File: src/rtl/cook_if.sv
// Front-panel bus of the microwave sequencer: buttons, door, keypad in; display digits, magnetron and status out.
interface cook_if;
    logic       startn;
    logic       stopn;
    logic       clearn;
    logic       door_closed;
    logic       key_valid;
    logic [3:0] key_digit;
    logic [3:0] min_tens;
    logic [3:0] min_ones;
    logic [3:0] sec_tens;
    logic [3:0] sec_ones;
    logic       mag_on;
    logic       done;
    logic [2:0] state;

    modport master (
        output startn, stopn, clearn, door_closed, key_valid, key_digit,
        input  min_tens, min_ones, sec_tens, sec_ones, mag_on, done, state
    );

    modport slave (
        input  startn, stopn, clearn, door_closed, key_valid, key_digit,
        output min_tens, min_ones, sec_tens, sec_ones, mag_on, done, state
    );
endinterface

File: src/rtl/cook_controller.sv
// Microwave sequencer: keypad MM:SS entry, BCD countdown, start/stop/clear/door policy.
// Optional macro COOK_ADD30_EN: start while cooking adds 30 s; start in IDLE at 00:00 cooks 00:30.
module cook_controller #(
    parameter int TICKS_PER_SEC = 100,
    parameter int CNT_W         = 7
) (
    input  logic   clk,
    input  logic   rst,
    cook_if.slave  bus
);
    typedef enum logic [2:0] {
        IDLE    = 3'd0,
        ENTRY   = 3'd1,
        COOKING = 3'd2,
        PAUSED  = 3'd3,
        DONE    = 3'd4
    } state_t;

    state_t             state_q, state_d;
    logic [15:0]        time_q, time_d;   // {min_tens, min_ones, sec_tens, sec_ones}
    logic [CNT_W-1:0]   pre_q, pre_d;
    logic               startn_q, stopn_q, clearn_q;

    logic start_p, stop_p, clear_p;
    logic key_ok, time_zero, tick;
    logic [CNT_W-1:0] pre_inc;

    assign start_p   = startn_q & ~bus.startn;
    assign stop_p    = stopn_q  & ~bus.stopn;
    assign clear_p   = clearn_q & ~bus.clearn;
    assign key_ok    = bus.key_valid && (bus.key_digit <= 4'd9);
    assign time_zero = (time_q == 16'h0000);
    assign tick      = (pre_q == CNT_W'(TICKS_PER_SEC - 1));
    assign pre_inc   = tick ? '0 : pre_q + CNT_W'(1);

    function automatic logic [15:0] bcd_dec(input logic [15:0] t);
        logic [15:0] r;
        r = t;
        if (t[3:0] != 4'd0) begin
            r[3:0] = t[3:0] - 4'd1;
        end else begin
            r[3:0] = 4'd9;
            if (t[7:4] != 4'd0) begin
                r[7:4] = t[7:4] - 4'd1;
            end else begin
                r[7:4] = 4'd5;
                if (t[11:8] != 4'd0) begin
                    r[11:8] = t[11:8] - 4'd1;
                end else begin
                    r[11:8]  = 4'd9;
                    r[15:12] = t[15:12] - 4'd1;
                end
            end
        end
        return r;
    endfunction

`ifdef COOK_ADD30_EN
    function automatic logic [15:0] bcd_add30(input logic [15:0] t);
        logic [15:0] r;
        logic [3:0]  st;
        r  = t;
        st = t[7:4] + 4'd3;
        if (st >= 4'd6) begin
            st = st - 4'd6;
            if (t[11:8] != 4'd9) begin
                r[11:8] = t[11:8] + 4'd1;
            end else begin
                r[11:8]  = 4'd0;
                r[15:12] = t[15:12] + 4'd1;
            end
        end
        r[7:4] = st;
        // Carry out of 99 minutes pins the display at its maximum.
        if (st >= 4'd0 && t[15:8] == 8'h99 && (t[7:4] + 4'd3) >= 4'd6) begin
            r = 16'h9959;
        end
        return r;
    endfunction
`endif

    always_comb begin
        state_d = state_q;
        time_d  = time_q;
        pre_d   = '0;
        if (clear_p) begin
            state_d = IDLE;
            time_d  = '0;
        end else begin
            case (state_q)
                IDLE: begin
`ifdef COOK_ADD30_EN
                    if (start_p && bus.door_closed && time_zero) begin
                        state_d = COOKING;
                        time_d  = 16'h0030;
                    end else
`endif
                    if (key_ok) begin
                        state_d = ENTRY;
                        time_d  = {time_q[11:0], bus.key_digit};
                    end
                end
                ENTRY: begin
                    if (stop_p) begin
                        state_d = IDLE;
                        time_d  = '0;
                    end else if (start_p && bus.door_closed && !time_zero) begin
                        state_d = COOKING;
                    end else if (key_ok) begin
                        time_d = {time_q[11:0], bus.key_digit};
                    end
                end
                COOKING: begin
                    if (stop_p || !bus.door_closed) begin
                        state_d = PAUSED;
`ifdef COOK_ADD30_EN
                    end else if (start_p) begin
                        time_d = bcd_add30(time_q);
                        pre_d  = pre_inc;
`endif
                    end else begin
                        pre_d = pre_inc;
                        if (tick) begin
                            time_d = bcd_dec(time_q);
                            if (time_q == 16'h0001) state_d = DONE;
                        end
                    end
                end
                PAUSED: begin
                    if (stop_p) begin
                        state_d = IDLE;
                        time_d  = '0;
                    end else if (start_p && bus.door_closed && !time_zero) begin
                        state_d = COOKING;
                    end
                end
                DONE: begin
                    if (stop_p || !bus.door_closed) begin
                        state_d = IDLE;
                        time_d  = '0;
                    end
                end
                default: state_d = IDLE;
            endcase
        end
    end

    always_ff @(posedge clk or posedge rst) begin
        if (rst) begin
            state_q  <= IDLE;
            time_q   <= '0;
            pre_q    <= '0;
            startn_q <= 1'b1;
            stopn_q  <= 1'b1;
            clearn_q <= 1'b1;
        end else begin
            state_q  <= state_d;
            time_q   <= time_d;
            pre_q    <= pre_d;
            startn_q <= bus.startn;
            stopn_q  <= bus.stopn;
            clearn_q <= bus.clearn;
        end
    end

    assign bus.min_tens = time_q[15:12];
    assign bus.min_ones = time_q[11:8];
    assign bus.sec_tens = time_q[7:4];
    assign bus.sec_ones = time_q[3:0];
    assign bus.state    = state_q;
    assign bus.mag_on   = (state_q == COOKING) && bus.door_closed;
    assign bus.done     = (state_q == DONE);
endmodule

File: src/flat_wrapper.sv
// flat-port wrapper written by rule: the top's interface ports become plain ports
module cook_controller_flat 
#(
    parameter int TICKS_PER_SEC = 100,
    parameter int CNT_W         = 7
)
  (clk, rst, bus_startn, bus_stopn, bus_clearn, bus_door_closed, bus_key_valid, bus_key_digit, bus_min_tens, bus_min_ones, bus_sec_tens, bus_sec_ones, bus_mag_on, bus_done, bus_state);
  cook_if bus_i ();
  input  logic clk;
  input  logic rst;
  input wire logic [$bits(bus_i.startn)-1:0] bus_startn;
  input wire logic [$bits(bus_i.stopn)-1:0] bus_stopn;
  input wire logic [$bits(bus_i.clearn)-1:0] bus_clearn;
  input wire logic [$bits(bus_i.door_closed)-1:0] bus_door_closed;
  input wire logic [$bits(bus_i.key_valid)-1:0] bus_key_valid;
  input wire logic [$bits(bus_i.key_digit)-1:0] bus_key_digit;
  output wire logic [$bits(bus_i.min_tens)-1:0] bus_min_tens;
  output wire logic [$bits(bus_i.min_ones)-1:0] bus_min_ones;
  output wire logic [$bits(bus_i.sec_tens)-1:0] bus_sec_tens;
  output wire logic [$bits(bus_i.sec_ones)-1:0] bus_sec_ones;
  output wire logic [$bits(bus_i.mag_on)-1:0] bus_mag_on;
  output wire logic [$bits(bus_i.done)-1:0] bus_done;
  output wire logic [$bits(bus_i.state)-1:0] bus_state;
  assign bus_i.startn = bus_startn;
  assign bus_i.stopn = bus_stopn;
  assign bus_i.clearn = bus_clearn;
  assign bus_i.door_closed = bus_door_closed;
  assign bus_i.key_valid = bus_key_valid;
  assign bus_i.key_digit = bus_key_digit;
  assign bus_min_tens = bus_i.min_tens;
  assign bus_min_ones = bus_i.min_ones;
  assign bus_sec_tens = bus_i.sec_tens;
  assign bus_sec_ones = bus_i.sec_ones;
  assign bus_mag_on = bus_i.mag_on;
  assign bus_done = bus_i.done;
  assign bus_state = bus_i.state;
  cook_controller #(.TICKS_PER_SEC(TICKS_PER_SEC), .CNT_W(CNT_W)) u_core (.clk(clk), .rst(rst), .bus(bus_i));
endmodule
File: config.mk
export PLATFORM = sky130hd
export DESIGN_NAME = cook_controller_flat
export DESIGN_NICKNAME = d
export VERILOG_FILES = /design/src/rtl/cook_if.sv /design/src/rtl/cook_controller.sv /design/src/flat_wrapper.sv
export SDC_FILE = /design/constraint.sdc
export NUM_CORES = 1
export LEC_CHECK = 0
export BUFFER_PORTS_ARGS = -buffer_cell sky130_fd_sc_hd__buf_2
export CORE_ASPECT_RATIO = 0.7
export CORE_MARGIN = 2
export CORE_UTILIZATION = 61
export DETAILED_ROUTE_END_ITERATION = 10
export PLACE_DENSITY = 0.89
export SYNTH_ARGS = -nofsm -noshare
export SYNTH_HDL_FRONTEND = slang
export SYNTH_SLANG_ARGS = --single-unit
export TNS_END_PERCENT = 1
File: constraint.sdc
create_clock -name clk -period 6.2 [get_ports clk]
set_clock_uncertainty 0.05 [all_clocks]
set_input_delay 0.93 -clock clk [delete_from_list [all_inputs] [get_ports clk]]
set_output_delay 0.93 -clock clk [all_outputs]
set_load 0.03 [all_outputs]
==> impl_metrics.yaml <==
clock_tree:
  cts_buffers: 5
  cts_tree: "built"
  clock_sink_count: 29
  post_cts_resized: 0
  clk_path_buf_depth: 2
  cts.reportedPaths.clkPinSlew_ns: 0.06
  cts-root-buf: "clkbuf_8"
  cts_setup_buffers: 0
  hold_buffers: 0
  cts_max_level: 2
  clk_latency_ns: 0.29
synth:
  synthTopCellsByCount: "27 x nand2_1, 26 x dfrtp_1, 18 x nor2_1"
  synth_top_area_share: 0.323
  seq_area_frac_synth: 0.362
  synthArstFlopShare: 1.00
  syn-num-nets: 253
  yosysWarnings: 0
  synthTopCellsByArea: "dfrtp_1 32%, nand2_1 5.0%, ha_1 4.4%"
  synth.most_common_cell: "nand2_1"
  synth-main-ff-cell: "dfrtp_1"
  yosys.area.top_type: "dfrtp_1"
  synth-seq-cells: 29
  synth_cells: 235
  avgSynthCellArea_um2: 8.57
  synth_enable_flop_cells: 0
  synth_cell_types: 56
  synth_area_um2: 2010
final_layout:
  syn_to_final_growth_pct: 12.9
  antenna_cells: 0
  final_cells: 304
  drive_gt1_frac: 0.214
  fillers: 242
  nets: 283
timing:
  finalHoldViolCount: 0
  max_freq_mhz: 318
  worst_slew_pin_slew_ns: 0.856
  slew_violations: 0
  slew_headroom: 0.427
  rsz0062_at_grt: "no"
  fin_crit_sh: 0.506
  period_minus_slack_ns: 3.14
  setup_viol: 0
  tns_ns: 0
critical_path:
  crit_buf_inv: 1
  cp-end-kind: "register"
  critical_path.top_delay_family: "simple AND/OR/NAND/NOR gates"
  crit_required_ns: 6.34
  critPathKind: "register to register"
  cpPeakStageDelay_ns: 0.59
  worstSetupStartpointType: "register"
  r2r_start: "u_core.time_q[8]$_DFFE_PP0P_"
  path_max_fanout: 17
  critPathSlowestCell: "and3b_1"
  path_cells: "inv_1 > ha_1 > nor3b_1 > nand3_1 > o2111ai_2 > and3b_1 > nand2_1 > a221oi_2"
  cp.arrival_ns: 3.28
  startpoint: "u_core.time_q[8]$_DFFE_PP0P_"
floorplan:
  io_pins: 32
  num_rows: 17
  die_area_um2: 3780
  core_area_um2: 3150
  die_x_um: 72.7
  start_util: 0.640
  die_h_um: 52.1
route:
  post_drt_wl_per_cell_um: 17.3
  ant_nets: 0
  drc: 0
  first_pass_iters: 5
  vias: 2005
  viasPerCell: 6.60
  drt_wl_total_um: 5260
  first_iter_violations: 312
place:
  port_buffers: 31
  dpl.hpwl_um: 3770
  place_congestion: 1.03
  dp_cells: 296
outcome:
  outcome: "finished clean"
power:
  p_leak_nw: 1.04
  ir_drop_v: 0.000265
  powerDensity_nw_per_um2: 513
grt:
  grt_pass1_vias: 1690
  grt.total_usage: 0.302
  grt_max_degree: 30
  antenna_found_initial: 0
  grt_pass1_wl_um: 8490
  overflow: 0
worst_hold_path:
  min-delay-start: "u_core.pre_q[0]$_DFF_PP0_"
  hold_path_class: "register to register"
job:
  cap_viol_max_count: 0
==> path summary, 6_finish.rpt <==
path	endpoint	slack (ns)	cells after the start
min in group asynchronous	u_core.pre_q[0]$_DFF_PP0_	0.65	3
worst max register to register	u_core.time_q[4]$_DFFE_PP0P_	3.06	8
worst min register to register	u_core.pre_q[0]$_DFF_PP0_	0.42	1
worst max-delay path	u_core.time_q[4]$_DFFE_PP0P_	3.06	8
max in group asynchronous	u_core.clearn_q$_DFF_PP1_	5.12	3
worst min-delay path	u_core.pre_q[0]$_DFF_PP0_	0.42	1
==> worst register-to-register path, stage by stage, from the launching register on <==
cell and delay (ns):
dfrtp_1 0.44, inv_1 0.13, ha_1 0.23, nor3b_1 0.53
nand3_1 0.29, o2111ai_2 0.28, and3b_1 0.59, nand2_1 0.21
a221oi_2 0.30
==> power breakdown <==
group	total (mW)	leakage (nW)	switching (mW)	internal [mW]
registers	0.320	0.382	0.0811	0.239
clock network	0.172	0.0542	0.0723	0.100
logic	0.672	0.604	0.442	0.231
total	1.17	1.04	0.595	0.570
==> logic make-up (layout without fill, tap and decap cells) <==
family	Yosys count	after routing	share of synthesized area
AOI/OAI and AO/OA	65	65	0.227
adders and majority gates	7	7	0.0435
buffers and inverters	21	52	0.0485
DFF	29	29	0.362
muxes	4	4	0.0211
and+or+nand+nor	104	104	0.275
xor gates and xnor gates	5	5	0.0218
==> cells in the final DEF, fill, tap and decap left out, types with 4 or more instances in the layout <==
cell type  count
nor2_1        18
ha_1           7
buf_2         31
o22ai_1        5
o2bb2ai_1      5
a21oi_1       17
nor3_1         8
dfrtp_1       26
o21ai_0       11
nand3_1       16
nand2_1       27
nand2b_1       4
clkbuf_8       7
and2_1         5
inv_1         12
==> sequential cells by signal (all words and copies together), names as in the netlist <==
signal,count
u_core.pre_q,7
u_core.clearn_q,1
u_core.bus.state,3
u_core.time_q,16
u_core.startn_q,1
u_core.stopn_q,1
==> layer usage <==
metal	GRT usage	vias up	routed length [µm]
met5	0	-	0
met4	0.0833	0	81
met3	0.0891	12	623
met2	0.414	147	2180
met1	0.459	915	2380
li1	-	931	-
==> layout make-up <==
type	instances	area, µm²	share of cell area
Multi-Input combinational cell	185	1190	0.522
Clock buffer	7	96.3	0.0424
Sequential cell	29	729	0.321
Timing Repair Buffer	32	163	0.0716
Inverter	12	45.0	0.0198
Tap cell	38	47.5	0.0209
Clock inverter	1	5.00	0.00220
==> metrics by stage <==
stage | hold WS [ns] | utilization | setup WS (ns) | cell area (µm²) | power (mW)
5_1_grt | 0.458 | 0.722 | 2.95 | 2270 | 1.24
3_3_place_gp | 0.394 | 0.690 | 3.36 | 2170 | 0.958
2_1_floorplan | 0.374 | - | 3.68 | 2010 | 0.817
4_1_cts | 0.413 | 0.722 | 3.25 | 2270 | 1.15
6_report | 0.416 | 0.722 | 3.06 | 2270 | 1.17
3_5_place_dp | 0.405 | 0.690 | 3.25 | 2170 | 0.968
Note: power is estimated with default switching activity, not from simulation.
